**config.mk**
```make
export PLATFORM = sky130hd
export DESIGN_NAME = stream_channel_arbiter
export DESIGN_NICKNAME = d
export VERILOG_FILES = /design/src/rtl/stream_channel_arbiter.sv
export SDC_FILE = /design/constraint.sdc
export NUM_CORES = 1
export LEC_CHECK = 0
export CORE_MARGIN = 4
export CORE_UTILIZATION = 40
export CTS_BUF_LIST = sky130_fd_sc_hd__clkbuf_8
export DETAILED_ROUTE_END_ITERATION = 8
export PLACE_DENSITY_LB_ADDON = 0.05
export SLEW_MARGIN = 20
export SYNTH_ARGS = -nofsm -noshare
export SYNTH_HDL_FRONTEND = slang
export SYNTH_SLANG_ARGS = --single-unit
export TNS_END_PERCENT = 100
```
**constraint.sdc**
```tcl
create_clock -name s_axis_aclk -period 8.15 [get_ports s_axis_aclk]
set_clock_uncertainty 0.15 [all_clocks]
set_input_delay 1.2225 -clock s_axis_aclk [delete_from_list [all_inputs] [get_ports s_axis_aclk]]
set_output_delay 1.2225 -clock s_axis_aclk [all_outputs]
set_load 0.05 [all_outputs]
```
**src/rtl/stream_channel_arbiter.sv**
```systemverilog
`default_nettype none
// ============================================================================
// Module   : stream_channel_arbiter
// Brief    : Round-robin merge of N_CH AXI-Stream sources into one stream.
//            The channel index goes out on tuser. ARB_FRAME_LOCK_EN (define)
//            holds the grant on one channel until its tlast beat.
// Revision : 1.0 - initial release
// ============================================================================
module stream_channel_arbiter #(
    parameter int N_CH   = 8,
    parameter int DATA_W = 24,
    parameter int USER_W = 3
) (
    input  logic                     s_axis_aclk,
    input  logic                     s_axis_aresetn,
    input  logic [N_CH-1:0]          ch_enable,
    input  logic [N_CH*DATA_W-1:0]   s_axis_tdata,
    input  logic [N_CH-1:0]          s_axis_tvalid,
    output logic [N_CH-1:0]          s_axis_tready,
    input  logic [N_CH-1:0]          s_axis_tlast,
    output logic [DATA_W-1:0]        m_axis_tdata,
    output logic                     m_axis_tvalid,
    input  logic                     m_axis_tready,
    output logic [USER_W-1:0]        m_axis_tuser,
    output logic                     m_axis_tlast,
    output logic [USER_W-1:0]        grant_ch
);

    localparam logic [USER_W-1:0] c_GRANT_RST = USER_W'(N_CH - 1);

    logic [N_CH-1:0]   w_req;
    logic              w_load;
    logic              w_any_req;
    logic [USER_W-1:0] w_winner;
    logic              w_xfer;
    logic [DATA_W-1:0] w_sel_data;
    logic              w_sel_last;

    logic [DATA_W-1:0] r_tdata;
    logic              r_tvalid;
    logic [USER_W-1:0] r_tuser;
    logic              r_tlast;
    logic [USER_W-1:0] r_grant_ch;

    assign w_req  = s_axis_tvalid & ch_enable;
    assign w_load = !r_tvalid || m_axis_tready;
    assign w_xfer = w_load && w_any_req;

`ifdef ARB_FRAME_LOCK_EN
    localparam logic [0:0] c_ST_OPEN   = 1'b0;
    localparam logic [0:0] c_ST_LOCKED = 1'b1;

    logic [0:0] r_lock_state;
    logic [0:0] w_lock_next;
    logic       w_lock_active;

    always_ff @(posedge s_axis_aclk or negedge s_axis_aresetn) begin
        if (!s_axis_aresetn) begin
            r_lock_state <= c_ST_OPEN;
        end else begin
            r_lock_state <= w_lock_next;
        end
    end

    // Disabling the locked channel drops the lock in the same cycle.
    always_comb begin
        w_lock_active = (r_lock_state == c_ST_LOCKED) && ch_enable[r_grant_ch];
    end

    always_comb begin
        w_lock_next = w_lock_active ? c_ST_LOCKED : c_ST_OPEN;
        if (w_xfer) begin
            w_lock_next = w_sel_last ? c_ST_OPEN : c_ST_LOCKED;
        end
    end
`endif

    // Search starts one past the last grant and wraps at N_CH.
    always_comb begin
        int idx;
        idx       = 0;
        w_any_req = 1'b0;
        w_winner  = '0;
        for (int k = 1; k <= N_CH; k++) begin
            idx = int'(r_grant_ch) + k;
            if (idx >= N_CH) begin
                idx = idx - N_CH;
            end
            if (!w_any_req && w_req[USER_W'(idx)]) begin
                w_any_req = 1'b1;
                w_winner  = USER_W'(idx);
            end
        end
`ifdef ARB_FRAME_LOCK_EN
        if (w_lock_active) begin
            w_any_req = w_req[r_grant_ch];
            w_winner  = r_grant_ch;
        end
`endif
    end

    always_comb begin
        w_sel_data = '0;
        w_sel_last = 1'b0;
        for (int i = 0; i < N_CH; i++) begin
            if (w_winner == USER_W'(i)) begin
                w_sel_data = s_axis_tdata[i*DATA_W +: DATA_W];
                w_sel_last = s_axis_tlast[i];
            end
        end
    end

    generate
        for (genvar i = 0; i < N_CH; i++) begin : g_tready
            assign s_axis_tready[i] = s_axis_aresetn && w_xfer &&
                                      (w_winner == USER_W'(i));
        end
    endgenerate

    always_ff @(posedge s_axis_aclk or negedge s_axis_aresetn) begin
        if (!s_axis_aresetn) begin
            r_tdata    <= '0;
            r_tvalid   <= 1'b0;
            r_tuser    <= '0;
            r_tlast    <= 1'b0;
            r_grant_ch <= c_GRANT_RST;
        end else if (w_xfer) begin
            r_tdata    <= w_sel_data;
            r_tvalid   <= 1'b1;
            r_tuser    <= w_winner;
            r_tlast    <= w_sel_last;
            r_grant_ch <= w_winner;
        end else if (m_axis_tready) begin
            r_tvalid   <= 1'b0;
        end
    end

    assign m_axis_tdata  = r_tdata;
    assign m_axis_tvalid = r_tvalid;
    assign m_axis_tuser  = r_tuser;
    assign m_axis_tlast  = r_tlast;
    assign grant_ch      = r_grant_ch;

endmodule
`default_nettype wire

```
==> results.sh, run 1 <==
export IMPL_syn_num_nets=607
export IMPL_drive_gt1_share_pct=14.0
export IMPL_track_usage_pct=27.4
export IMPL_fmax_ghz=0.145
export IMPL_cts_resized=0
export IMPL_grt_first_pass_wirelength_microns=24400
export IMPL_cts_tree="done"
export IMPL_cp_max_fo=24
export IMPL_final_nets=840
export IMPL_gp_congestion=0.843
export IMPL_wl_microns=16100
export IMPL_cts_clk_slew_worst_paths_ps=70
export IMPL_endpoint_kind="output port"
export IMPL_crit_type="flop to output port"
export IMPL_h_tree_depth=2
export IMPL_dpl_hpwl_microns=12900
export IMPL_ant_nets=0
export IMPL_viasPerCell=5.84
export IMPL_synth_xor_area_share_pct=0.646
export IMPL_drt_iter0_markers=289
export IMPL_synth_edf_count=0
export IMPL_grt_max_degree=75
export IMPL_grt_pass1_vias=4521
export IMPL_cts_hold_buffers=0
export IMPL_syn_area_sq_um=3870
export IMPL_antenna_found_initial=0
export IMPL_whs_ps=346
export IMPL_required_ps=6780
export IMPL_syn2layout_area_growth_pct=68.4
export IMPL_cts_made_buffers=5
export IMPL_overflow=0
export IMPL_num_rows=35
export IMPL_cts_root_buf="clkbuf_8"
export IMPL_cpPeakStageDelay_ps=870
export IMPL_start_kind="flop"
export IMPL_diodes=0
export IMPL_crit_chain="inv_2, ha_1, inv_1, mux4_2, or3b_1, or3_1, a21o_4, and2_1, nor4_1, clkdlybuf4s50_1"
export IMPL_ioPinCount=259
export IMPL_cp_arrival_ps=5530
export IMPL_fin_area_sq_um=6520
export IMPL_vias=4377
export IMPL_postCtsSetupBuffers=0
export IMPL_final_hold_viol_count=0
export IMPL_hold_path_class="flop to flop"
export IMPL_yosysUniqueCellTypes=64
export IMPL_slew_headroom_pct=33.7
export IMPL_fin_crit_ps=6900
export IMPL_die_width_microns=106
export IMPL_status="completed"
export IMPL_tightest_slew_ps=994
export IMPL_rsz0062_at_grt="no"
export IMPL_setup_violations=0
export IMPL_dpl_cell_area_sq_um=6410
export IMPL_synthCells=386
export IMPL_start_util_pct=41.5
export IMPL_slowest_stage="clkdlybuf4s50_1"
export IMPL_die_y_microns=106
export IMPL_drc_errors=0
export IMPL_clk_latency_ps=290
export IMPL_seq_area_frac_synth_pct=20.8
export IMPL_dieArea_sq_um=11300
export IMPL_postSynthAreaPerCell_sq_um=10.0
export IMPL_layout_commonest_cell="clkdlybuf4s50_1"
export IMPL_synthAdderAreaFrac_pct=0.646
export IMPL_clock_sinks=32
export IMPL_maxCapViolations=0
export IMPL_cts_path_max_buffers=2
export IMPL_synth_area_mux_share_pct=27.1
export IMPL_synth_flop_cell="dfrtp_1"
export IMPL_tns_ps=0
export IMPL_firstDrtPassIters=5
export IMPL_slew_violations=0
export IMPL_synth_seq_cells=32
export IMPL_wire_per_inst_microns=21.5
export IMPL_finalCritPeriodShare_pct=84.7
export IMPL_core_area_sq_um=9330
export IMPL_ys_warnings_count=0
export IMPL_synth_top_family_by_area="compound AO/OA/AOI/OAI gates"
export IMPL_final_cell_mix="clkdlybuf4s50_1, nand2_1, mux4_2, dfrtp_1, a21oi_1"
export IMPL_synth_simple_area_share_pct=15.7
export IMPL_portBuffers=258
export IMPL_synth_compound_area_share_pct=27.8
export IMPL_synth_async_reset_ratio_pct=100
-- kinds of logic after synthesis --
| group | count (synthesis) |
|---|---|
| adders and majority gates | 2 |
| and+or+nand+nor | 117 |
| buffers and inverters | 44 |
| DFF | 32 |
| AOI/OAI and AO/OA | 128 |
| muxes | 61 |
| xor gates and xnor gates | 2 |
-- through the flow --
stage / setup WS [ps] / std cells / utilization (%)
after floorplan: 1380 / 386 / -
final: 1250 / 749 / 69.9
after detailed placement: 1360 / 741 / 68.7
after CTS: 1200 / 749 / 69.9
after global placement: 1440 / 741 / 68.7
after global routing: 892 / 749 / 69.9
-- cells in the mapped netlist, types with 2 or more instances --
cell type  count  share of area [%]
nand2_1       44                4.3
mux4_2        35                 20
dfrtp_1       29                 19
a21oi_1       28                3.6
mux2i_1       24                6.2
a221o_1       22                5.7
nand3_1       18                2.3
a221oi_2      17                6.6
clkbuf_1      14                1.4
nor2_1        14                1.4
buf_2         11                1.4
o21ai_0       10                1.3
and2_1         8                1.3
nor4_1         8                1.3
a211oi_1       5               0.97
a221oi_1       5                1.1
o22ai_1        5               0.81
buf_12         4                2.1
buf_6          4                1.2
inv_1          4               0.39
nand2b_1       4               0.65
nor3_1         4               0.52
o21a_1         4               0.78
a21boi_0       3               0.58
a31oi_1        3               0.48
dfstp_2        3                2.0
o211ai_1       3               0.58
o31ai_1        3               0.58
or3_1          3               0.48
a211o_1        2               0.45
a32oi_1        2               0.45
a41oi_1        2               0.45
buf_1          2               0.19
buf_4          2               0.39
ha_1           2               0.65
mux2_2         2               0.58
nor2b_1        2               0.32
o22a_1         2               0.45
o311a_1        2               0.52
or2_2          2               0.32
or4_1          2               0.39
-- registers in the layout, summed over array words and instances, names as in the netlist --
| name | count |
|---|---|
| m_axis_tdata | 24 |
| grant_ch | 3 |
| m_axis_tuser | 3 |
| m_axis_tlast | 1 |
| m_axis_tvalid | 1 |
-- path summary, 6_finish.rpt --
check,start,cells after the start,slack [ps],end
worst max-delay path,grant_ch[0],10,1250,s_axis_tready[1]
max in group asynchronous,s_axis_aresetn,2,6680,grant_ch[2]
worst max register to register,grant_ch[0],10,2890,m_axis_tdata[9]
worst min-delay path,m_axis_tuser[2],2,350,m_axis_tuser[2]
min in group asynchronous,s_axis_aresetn,2,820,m_axis_tdata[6]
worst min register to register,m_axis_tuser[2],2,350,m_axis_tuser[2]
-- layer usage --
| metal | up-vias | GRT usage (%) | share of wire (%) |
|---|---|---|---|
| met3 | 32 | 9.41 | 11 |
| met2 | 253 | 44.2 | 48 |
| met1 | 2064 | 34.2 | 39 |
| met5 | - | 0 | 0 |
| li1 | 2028 | - | - |
| met4 | 0 | 9.62 | 3.1 |
-- critical path, delay by kind of cell (launching register included) --
kind	cells	cell delay (ps)
buffers and inverters	3	1370
AO/OA/AOI/OAI	1	260
multiplexers	1	620
adder cells (fa/ha/maj)	1	510
AND/OR/NAND/NOR	4	1690
flip-flops	1	790
-- final cells by class --
| cell class | instances | area [sq um] |
|---|---|---|
| Clock buffer | 5 | 68.8 |
| Clock inverter | 3 | 42.5 |
| Fill cell | 735 | 2810 |
| Inverter | 6 | 22.5 |
| Multi-Input combinational cell | 310 | 2800 |
| Sequential cell | 32 | 805 |
| Tap cell | 129 | 161 |
| Timing Repair Buffer | 264 | 2620 |
Power of run 1 is not shown: default switching activity piles up to over one toggle a cycle in this logic, so the estimate is an artifact.
==> run 2, diff against run 1 <==
--- a/config.mk
+++ b/config.mk
@@ -6,7 +6,7 @@
 export NUM_CORES = 1
 export LEC_CHECK = 0
 export CORE_MARGIN = 4
-export CORE_UTILIZATION = 40
+export CORE_UTILIZATION = 34
 export CTS_BUF_LIST = sky130_fd_sc_hd__clkbuf_8
 export DETAILED_ROUTE_END_ITERATION = 8
 export PLACE_DENSITY_LB_ADDON = 0.05
==> constraint.sdc (replaced) <==
create_clock -name s_axis_aclk -period 6 [get_ports s_axis_aclk]
set_clock_uncertainty 0.15 [all_clocks]
set_input_delay 0.9 -clock s_axis_aclk [delete_from_list [all_inputs] [get_ports s_axis_aclk]]
set_output_delay 0.9 -clock s_axis_aclk [all_outputs]
set_load 0.05 [all_outputs]
==> results.sh, run 2 (synthesis results as in run 1) <==
export IMPL_cpPeakStageDelay_ps=780
export IMPL_fillCellCount=945
export IMPL_cts_hold_buffers=0
export IMPL_dieArea_sq_um=13200
export IMPL_viasPerCell=5.73
export IMPL_cp_arrival_ps=4700
export IMPL_die_width_microns=115
export IMPL_slowest_stage="dfstp_2"
export IMPL_dpl_hpwl_microns=13600
export IMPL_hold_path_class="flop to flop"
export IMPL_postCtsSetupBuffers=0
export IMPL_fin_util_pct=60.4
export IMPL_maxCapViolations=0
export IMPL_ioPinCount=259
export IMPL_cts_clk_slew_worst_paths_ps=70
export IMPL_regArea_sq_um=805
export IMPL_whs_ps=332
export IMPL_gp_congestion=0.923
export IMPL_final_hold_viol_count=0
export IMPL_required_ps=4950
export IMPL_vias=4374
export IMPL_multiInputGateArea_sq_um=2820
export IMPL_num_rows=38
export IMPL_antenna_found_initial=0
export IMPL_drc_errors=0
export IMPL_overflow=0
export IMPL_cts_path_max_buffers=2
export IMPL_slew_violations=0
export IMPL_finalCritPeriodShare_pct=95.8
export IMPL_core_area_sq_um=11000
export IMPL_grt_max_degree=51
export IMPL_fin_area_sq_um=6630
export IMPL_cp_max_fo=24
export IMPL_slew_headroom_pct=55.0
export IMPL_start_kind="flop"
export IMPL_endpoint_kind="output port"
export IMPL_h_tree_depth=2
export IMPL_track_usage_pct=24.5
export IMPL_dpl_cell_area_sq_um=6550
export IMPL_firstDrtPassIters=5
export IMPL_drt_iter0_markers=270
export IMPL_diodes=0
export IMPL_die_y_microns=115
export IMPL_tightest_slew_ps=669
export IMPL_grt_first_pass_wirelength_microns=25200
export IMPL_cts_root_buf="clkbuf_8"
export IMPL_wl_microns=17200
export IMPL_ant_nets=0
export IMPL_setup_violations=0
export IMPL_syn2layout_area_growth_pct=71.2
export IMPL_drive_gt1_share_pct=16.1
export IMPL_crit_chain="inv_2, ha_1, inv_1, mux4_2, or3b_1, or3_1, a21o_4, and2_1, nor4_1, buf_12"
export IMPL_portBuffers=258
export IMPL_place_worst_setup_slack_ps=571
export IMPL_largest_reg_flops=24
export IMPL_layout_commonest_cell="clkdlybuf4s50_1"
export IMPL_cts_tree="done"
export IMPL_grt_pass1_vias=4289
export IMPL_clock_sinks=32
export IMPL_fin_crit_ps=5750
export IMPL_final_cell_mix="clkdlybuf4s50_1, nand2_1, mux4_2, dfrtp_1, a21oi_1"
export IMPL_fmax_ghz=0.174
export IMPL_reg2reg_slack_ps=710
export IMPL_rsz0062_at_grt="yes"
export IMPL_start_util_pct=35.3
export IMPL_clk_latency_ps=280
export IMPL_worst_slack_ps=250
export IMPL_wire_per_inst_microns=22.6
export IMPL_cts_made_buffers=5
export IMPL_final_nets=844
export IMPL_crit_type="flop to output port"
export IMPL_status="completed"
==> run 2: cell types whose count changed in the layout (fill, tap and decap cells not counted), sizes merged <==
cell / before / now
buf: 7 / 19
bufinv: 1 / 0
clkdlybuf4s50: 257 / 249
clkinvlp: 1 / 0
inv: 5 / 6
==> run 2: critical path, delay by kind of cell (launching register included) <==
kind	cells	cell delay [ps]
muxes	1	600
AOI/OAI and AO/OA	1	260
buffers and inverters	3	640
adders and majority gates	1	490
DFF	1	780
and+or+nand+nor	4	1610
==> run 2: path summary, 6_finish.rpt <==
check                                 from               end  cells past startpoint
max                            grant_ch[0]  s_axis_tready[7]                     10
min in group asynchronous   s_axis_aresetn   m_axis_tdata[6]                      2
min reg2reg                m_axis_tuser[2]   m_axis_tuser[2]                      2
max reg2reg                    grant_ch[0]   m_axis_tdata[8]                     11
min                        m_axis_tuser[2]   m_axis_tuser[2]                      2
max in group asynchronous   s_axis_aresetn       grant_ch[2]                      2
==> run 2: metal layers <==
layer / global-route usage (%) / wire length (microns)
met2: 45.1 / 8990
met1: 30.7 / 6810
met3: 4.02 / 1200
met4: 4.15 / 234
met5: 0 / 0
==> run 2: layout make-up <==
type | instances | share of cell area, %
inverters | 6 | 0.340
flip-flops and latches | 32 | 12.1
repair buffers | 268 | 41.2
clock inverters | 2 | 0.132
clock buffers | 5 | 1.04
well taps | 140 | 2.64
multi-input cells | 310 | 42.5
==> run 2: stage by stage <==
stage | instances | setup TNS (ps)
2_1_floorplan | 386 | -1780
3_3_place_gp | 756 | 0
3_5_place_dp | 756 | 0
4_1_cts | 763 | 0
5_1_grt | 763 | -164
6_report | 763 | 0
==> run 2: what timing repair did <==
item / 4_1_cts / 5_1_grt
endpoints found under the setup margin: 0 / 5
hold endpoints to repair: 0 / 0
resized for setup: 0 / 1
Power of run 2 is left out for the same reason.
